**src/rtl/alu_64.sv**
```systemverilog
// Y86-64 execute-stage ALU: add/sub/and/xor on 64-bit signed operands with
// registered result, signed-overflow and zero flags (one cycle of latency).
module alu_64 (
  input  logic        clk,
  input  logic        rst,
  input  logic [1:0]  opcode,
  input  logic [63:0] a,
  input  logic [63:0] b,
  output logic [63:0] res,
  output logic        overflow,
  output logic        zero
);

  typedef enum logic [1:0] {
    OpAdd = 2'b00,
    OpSub = 2'b01,
    OpAnd = 2'b10,
    OpXor = 2'b11
  } aluOp_e;

  aluOp_e      opSel;
  logic        isSub;
  logic [63:0] bOperand;
  logic [63:0] sum;
  logic        sumOverflow;
  logic [63:0] res_d;
  logic        overflow_d;
  logic        zero_d;
  logic [63:0] res_q;
  logic        overflow_q;
  logic        zero_q;

  assign opSel = aluOp_e'(opcode);
  assign isSub = (opSel == OpSub);

  // Single shared adder: subtraction is a + ~b + 1, so B is inverted and the
  // carry-in is the subtract select. The carry-out is dropped.
  assign bOperand    = isSub ? ~b : b;
  assign sum         = a + bOperand + {63'd0, isSub};
  assign sumOverflow = (a[63] == bOperand[63]) && (sum[63] != a[63]);

  always_comb begin
    res_d      = '0;
    overflow_d = 1'b0;
    unique case (opSel)
      OpAdd, OpSub: begin
        res_d      = sum;
        overflow_d = sumOverflow;
      end
      OpAnd: res_d = a & b;
      OpXor: res_d = a ^ b;
      default: begin
        res_d      = '0;
        overflow_d = 1'b0;
      end
    endcase
    zero_d = (res_d == 64'd0);
  end

  always_ff @(posedge clk or posedge rst) begin
    if (rst) begin
      res_q      <= '0;
      overflow_q <= 1'b0;
      zero_q     <= 1'b1;
    end else begin
      res_q      <= res_d;
      overflow_q <= overflow_d;
      zero_q     <= zero_d;
    end
  end

  assign res      = res_q;
  assign overflow = overflow_q;
  assign zero     = zero_q;

endmodule

```
**config.mk**
```make
export PLATFORM = sky130hd
export DESIGN_NAME = alu_64
export DESIGN_NICKNAME = d
export VERILOG_FILES = /design/src/rtl/alu_64.sv
export SDC_FILE = /design/constraint.sdc
export NUM_CORES = 1
export LEC_CHECK = 0
export CORE_MARGIN = 2
export CORE_UTILIZATION = 40
export CTS_BUF_LIST = sky130_fd_sc_hd__clkbuf_8
export DETAILED_ROUTE_END_ITERATION = 7
export GPL_TIMING_DRIVEN = 0
export PLACE_DENSITY = 0.62
export SETUP_SLACK_MARGIN = 0.05
export SYNTH_ARGS = -nofsm -noshare
export SYNTH_HDL_FRONTEND = slang
export SYNTH_SLANG_ARGS = --single-unit
```
**constraint.sdc**
```tcl
create_clock -name clk -period 6.2 [get_ports clk]
set_clock_uncertainty 0.2 [all_clocks]
set_input_delay 0.62 -clock clk [delete_from_list [all_inputs] [get_ports clk]]
set_output_delay 0.62 -clock clk [all_outputs]
set_load 0.05 [all_outputs]
```
==> results of run 1 <==
Yosys cell counts (all sizes together) (14+ instances only):
cell type	instances
inv	18
nand3	16
mux2	26
o21ai	91
nand2b	19
nand4	28
a21o	30
a21oi	103
xor2	14
a211oi	14
nor2	72
xnor2	105
nor3	16
mux2i	22
nand2	111
clkbuf	46
buf	17
ha	127
dfrtp	65
o211ai	24
critical path, cell delays in order:
cell      delay (ps)
buf_6            180
buf_6            220
buf_8            240
buf_8            210
nand2_8          140
buf_8            190
xnor2_1          130
ha_1             380
a21oi_1          290
o21ai_1          130
a211o_2          400
o21bai_4         250
mux2_1           260
a31oi_1          110
or4b_4           530
or4_4            540
nor4_4           360
nand4_1          200
nor4_4           360
nor4b_4          240
cell families after synthesis:
| group | after synthesis |
|---|---|
| xor+xnor | 119 |
| fa+ha+maj | 128 |
| flops | 66 |
| buf+inv | 81 |
| compound gates | 347 |
| mux | 48 |
| simple gates | 326 |
where the power goes:
group,leakage [nW],switching [W],internal [W]
Sequential,0.793,0.0000252,0.000515
Combinational,3.90,0.00112,0.000636
Clock,0.113,0.000210,0.000235
Total,4.81,0.00135,0.00139
state kept, by name, summed over array words and instances (netlist names):
signal / count
zero: 1
res: 64
overflow: 1
area by class of cell:
cell class / instances / area [um2]
Fill cell: 2159 / 10100
Multi-Input combinational cell: 968 / 7240
Timing Repair Buffer: 198 / 1980
Sequential cell: 66 / 1650
Tap cell: 280 / 350
Buffer: 44 / 293
Clock buffer: 10 / 138
Clock inverter: 6 / 81.3
Inverter: 18 / 70.1
worst paths after layout:
path / slack, ps / cells after the start / endpoint
worst min-delay path: 480 / 3 / res[0]
max in group asynchronous: 4630 / 2 / res[15]
worst max-delay path: 250 / 20 / zero
min in group asynchronous: 550 / 2 / res[14]
per-layer routing:
| layer | up-vias | GRT usage (%) |
|---|---|---|
| met5 | - | 0 |
| met4 | 0 | 10.6 |
| met3 | 61 | 4.62 |
| met2 | 408 | 46.0 |
| met1 | 4562 | 45.0 |
| li1 | 4512 | - |
per-stage QoR:
| stage | std cells | total power [W] |
|---|---|---|
| final | 1590 | 0.00274 |
| after global routing | 1590 | 0.00288 |
| after CTS | 1595 | 0.00270 |
| after detailed placement | 1591 | 0.00221 |
| after global placement | 1591 | 0.00221 |
| after floorplan | 1115 | 0.00163 |
what timing repair did:
item | 4_1_cts | 5_1_grt
gates resized for setup | 73 | 25
pin swaps | 6 | 5
buffers inserted | 1 | 1
cloned | 0 | 0
setup endpoints to repair | 52 | 1
==> metrics.txt, run 1 <==
drt via density=between 6 and 7; WL per Instance=around 23 um; number of synthesized flops with an enable pin=0; Synth Area in XOR/XNOR=11.7%; Clock Sinks=66; Fin Hold WS=between 400 and 500 ps; Netlist cell types=76; Worst-path clk slew=approximately 80 ps; Slew headroom=between 30% and 40%; most frequent cells in the layout=clkdlybuf4s50_1 (195), ha_1 (120), nand2_1 (108), xnor2_1 (103), a21oi_1 (99); CTS tree=done; #FFs+latches synth=between 60 and 70; ys async rst share=100%; RSZ-0062 raised after global routing=no; syn avg cell area=8.01 um2; Seq/Total Area, Yosys=18.5%; antenna-violating nets left=0; status=finished, final reports clean; Slew @ Worst Pin=between 1000 and 1500 ps; Tmin final=roughly 6000 ps; Max Buffers Root-to-Sink=2; post-synthesis mux area share=~5.7%; Total Nets Final=~1600; core region area=21900 um2; worst setup path class=input port to flip-flop; CP endpoint kind=flip-flop; Detailed Route WL=~37 mm; Tcrit/Tclk final=96.0%; Row Count=54; largest vdd supply drop=about 120 uV; Hold Startpoint=opcode[0]; area of the die=about 24000 um2; Metal-1 WL=17.3 mm; cell taking the most area after synthesis=dfrtp_1; fin area=11800 um2; end-of-flow core utilization=53.9%; met2 routed WL=between 15 and 20 mm; required time of the critical path=about 6300 ps; layout cell share with drive strength beyond 1=8.63%; DR WL met3=roughly 2.8 mm; compound-gate portion of the synthesized area=between 20% and 30%; Die Ht=about 150 um; post-DP HPWL=~30 mm; DR vias=about 9500; FMAX=around 170 MHz; Cells after Synth=1115; ant diodes=0; Buffers on Ports=slightly below 200; placed cell areas=11300 um2; Setup Total Neg Slack=0 ps; most common cell after layout, fill and taps aside=clkdlybuf4s50_1; Setup WS pre-CTS=-3120 ps; global placement routability congestion=0.994; GRT Resource Usage Total=a little under a third; DRC=0; LEAKAGE=~4.8 nW; first drt pass iteration count=5; pin count of the biggest net entering global routing=67; hold buffers post-CTS=0; DRT iter0 DRCs=between 700 and 800; H-tree Lvls=3; Most used DFF post-synth=dfrtp_1; Syn Nets=approximately 1400; share of the synthesized area in the top cell type=a little under a fifth; simple-gate area share of the yosys netlist=around 18%; final worst slack=249 ps; die width=153 um; worst-path fanout max=19; vias in the first global route=9013; CTS root buffer=clkbuf_8; max-slew violation count=0; antenna violations before repair=0; uppermost layer routed=met4; Netlist Area Pre-Place=between 8000 and 9000 um2; Worst Path Arrival=just over 6000 ps; post-synthesis adder-cell area fraction=between 10% and 20%; top cells by area, synth=dfrtp_1 (18%), ha_1 (18%), xnor2_1 (10%); yosys warns=0; power per cell area=232 nW/um2; Final setup viols=0; P&R area growth vs syn=32.1%; main combinational cell family by area after synthesis=compound AO/OA/AOI/OAI gates; final hold vios=0; GR Overflow Total=0; io pins=198; first-pass GRT wire length=about 55 mm; initial core utilization=40.8%; crit path from=opcode[0]; CP Launch Type=input port; HP Class=input port to flip-flop; Max-cap violations=0; Num CTS Buffers=9
Power figures use the tool's default switching activity.
==> run 2, diff against run 1 <==
--- a/config.mk
+++ b/config.mk
@@ -8,6 +8,7 @@
 export CORE_MARGIN = 2
 export CORE_UTILIZATION = 40
 export CTS_BUF_LIST = sky130_fd_sc_hd__clkbuf_8
+export CTS_CLUSTER_DIAMETER = 40
 export DETAILED_ROUTE_END_ITERATION = 7
 export GPL_TIMING_DRIVEN = 0
 export PLACE_DENSITY = 0.62
==> constraint.sdc (replaced) <==
create_clock -name clk -period 5.9 [get_ports clk]
set_clock_uncertainty 0.2 [all_clocks]
set_input_delay 0.59 -clock clk [delete_from_list [all_inputs] [get_ports clk]]
set_output_delay 0.59 -clock clk [all_outputs]
set_load 0.05 [all_outputs]
==> run 2 against run 1 <==
  * Power is 2.5% higher
  * Routed wire length is 0.12% higher
  * Sequential power is 5.2% higher
  * Hold slack better by 15 ps
  * Via count is 1.4% higher
  * Non-clock buffer count is 14 higher
  * Sequential share of layout area is 0.14 points lower
  * Final cell count is 0.94% higher
  * Combinational power is 6% higher
  * Critical path depth stayed put
==> metrics.txt, run 2 (same netlist as run 1, synthesis figures left out) <==
post-DP HPWL=29.7 mm (-1.4%); ant diodes=0 (unchanged); pin count of the biggest net entering global routing=67 (unchanged); Num CTS Buffers=9 (unchanged); Total Nets Final=1580 (+0.96%); Slew headroom=31.1% (-1.7 points); io pins=198 (unchanged); CP endpoint kind=flip-flop; slowest CP cell=or4b_4; Buffers on Ports=196 (unchanged); vias in the first global route=9112 (+1.1%); area of the die=23600 um2 (unchanged); FILL cells=2145 (-0.65%); global placement routability congestion=0.995 (about the same); Max-cap violations=0 (unchanged); largest vdd supply drop=108 uV (-13%); antenna-violating nets left=0 (unchanged); CP Cell Sequence=buf_4 -> buf_8 -> clkbuf_16 -> nand2_8 -> clkbuf_16 -> xnor2_2 -> ha_1 -> buf_6 -> a21o_1 -> a31oi_4 -> nand2_2 -> xnor2_2 -> o21ai_2 -> or4_1 -> or4b_4 -> or4_4 -> nor4_4 -> nand4_1 -> nor4_4 -> nor4b_4; required time of the critical path=5990 ps (-310 ps); core region area=21900 um2 (unchanged); Tmin final=about 5700 ps; HP Class=input port to flip-flop; P&R area growth vs syn=33.5%; first drt pass iteration count=5 (unchanged); Tcrit/Tclk final=between 90% and 100%; CP Launch Type=input port; Die Ht=153 um (unchanged); Worst Path Arrival=5790 ps (-260 ps); first-pass GRT wire length=54.4 mm (-1.1%); Buf/Inv on CP=5 (unchanged); Worst-path clk slew=80 ps (about the same); final hold vios=0 (unchanged); layout cell share with drive strength beyond 1=10.1% (+1.5 points); worst-path fanout max=18 (-1); initial core utilization=40.8% (unchanged); DR vias=9672 (+1.4%); max reg flops=64 (unchanged); final worst slack=206 ps (-42.6 ps); end-of-flow core utilization=54.5% (+0.56 points); max-slew violation count=0 (unchanged); placed cell areas=11300 um2 (+0.12%); DRC=0 (unchanged); most frequent cells in the layout=clkdlybuf4s50_1 (195), ha_1 (119), nand2_1 (108), xnor2_1 (102), a21oi_1 (97); drt via density=6.03 (+0.40%); H-tree Lvls=3 (unchanged); GR Overflow Total=0 (unchanged); CTS tree=done; worst setup path class=input port to flip-flop; GRT Resource Usage Total=29.9% (-0.80 points); fin area=11900 um2 (+1.0%); Setup Total Neg Slack=0 ps (unchanged); Final setup viols=0 (unchanged); Setup WS pre-CTS=-3050 ps (+76.1 ps); DRT iter0 DRCs=815 (+7.7%); CP top delay family=simple AND/OR/NAND/NOR gates; FMAX=176 MHz; Row Count=54 (unchanged); LEAKAGE=4.88 nW (+1.5%); status=finished, final reports clean; Detailed Route WL=37.0 mm (+0.12%); Max stage delay on crit path=550 ps (about the same); CTS root buffer=clkbuf_8; die width=153 um (unchanged); most common cell after layout, fill and taps aside=clkdlybuf4s50_1; Slew @ Worst Pin=1030 ps (+25.8 ps); WL per Instance=23.1 um (-0.81%); RSZ-0062 raised after global routing=no; Clock Sinks=66 (unchanged); power per cell area=235 nW/um2 (+1.5%); Max Buffers Root-to-Sink=2 (unchanged); antenna violations before repair=1 (+1)
## run 2: layer usage
| layer | wire length (um) | vias to the layer above | GRT usage [%] | share of wire, % |
|---|---|---|---|---|
| li1 | - | 4539 | - | - |
| met1 | 17400 | 4623 | 45.0 | 47 |
| met2 | 15600 | 450 | 44.2 | 42 |
| met3 | 3140 | 58 | 4.79 | 8.5 |
| met4 | 891 | 2 | 8.13 | 2.4 |
| met5 | 13 | - | 0 | 0.035 |
## run 2: through the flow
stage / total power, W / hold WS, ps / cells
3_5_place_dp: 0.00232 / 793 / 1591
5_1_grt: 0.00295 / 489 / 1605
4_1_cts: 0.00274 / 493 / 1596
2_1_floorplan: 0.00171 / 532 / 1115
3_3_place_gp: 0.00232 / 790 / 1591
6_report: 0.00280 / 499 / 1605
## run 2: power by group
part / total, W / switching (W) / internal (W) / leakage, nW
Combinational: 0.00186 / 0.00118 / 0.000682 / 4.00
Clock: 0.000375 / 0.000223 / 0.000152 / 0.0868
Sequential: 0.000568 / 0.0000275 / 0.000541 / 0.793
## run 2: final timing paths
path	startpoint	endpoint	slack [ps]	cells past startpoint
max	opcode[0]	zero	210	20
min	opcode[1]	res[1]	500	4
max in group asynchronous	rst	res[30]	4400	2
min in group asynchronous	rst	res[56]	550	2
## run 2: what timing repair did
item	4_1_cts	5_1_grt
gates resized for setup	62	36
buffers inserted	3	11
hold endpoints to repair	0	0
pin swaps	7	13
cloned	0	3
hold buffers	0	0
setup endpoints to repair	49	1
## run 2: final cells by class
class	instances	area (um2)	area share, %
buffer	44	330	2.77
clock buffer	9	124	1.04
clock inverter	7	46.3	0.388
inverter	18	70.1	0.587
multi-input combinational	969	7270	60.9
sequential	66	1650	13.9
tap	280	350	2.94
timing repair buffer	212	2080	17.5
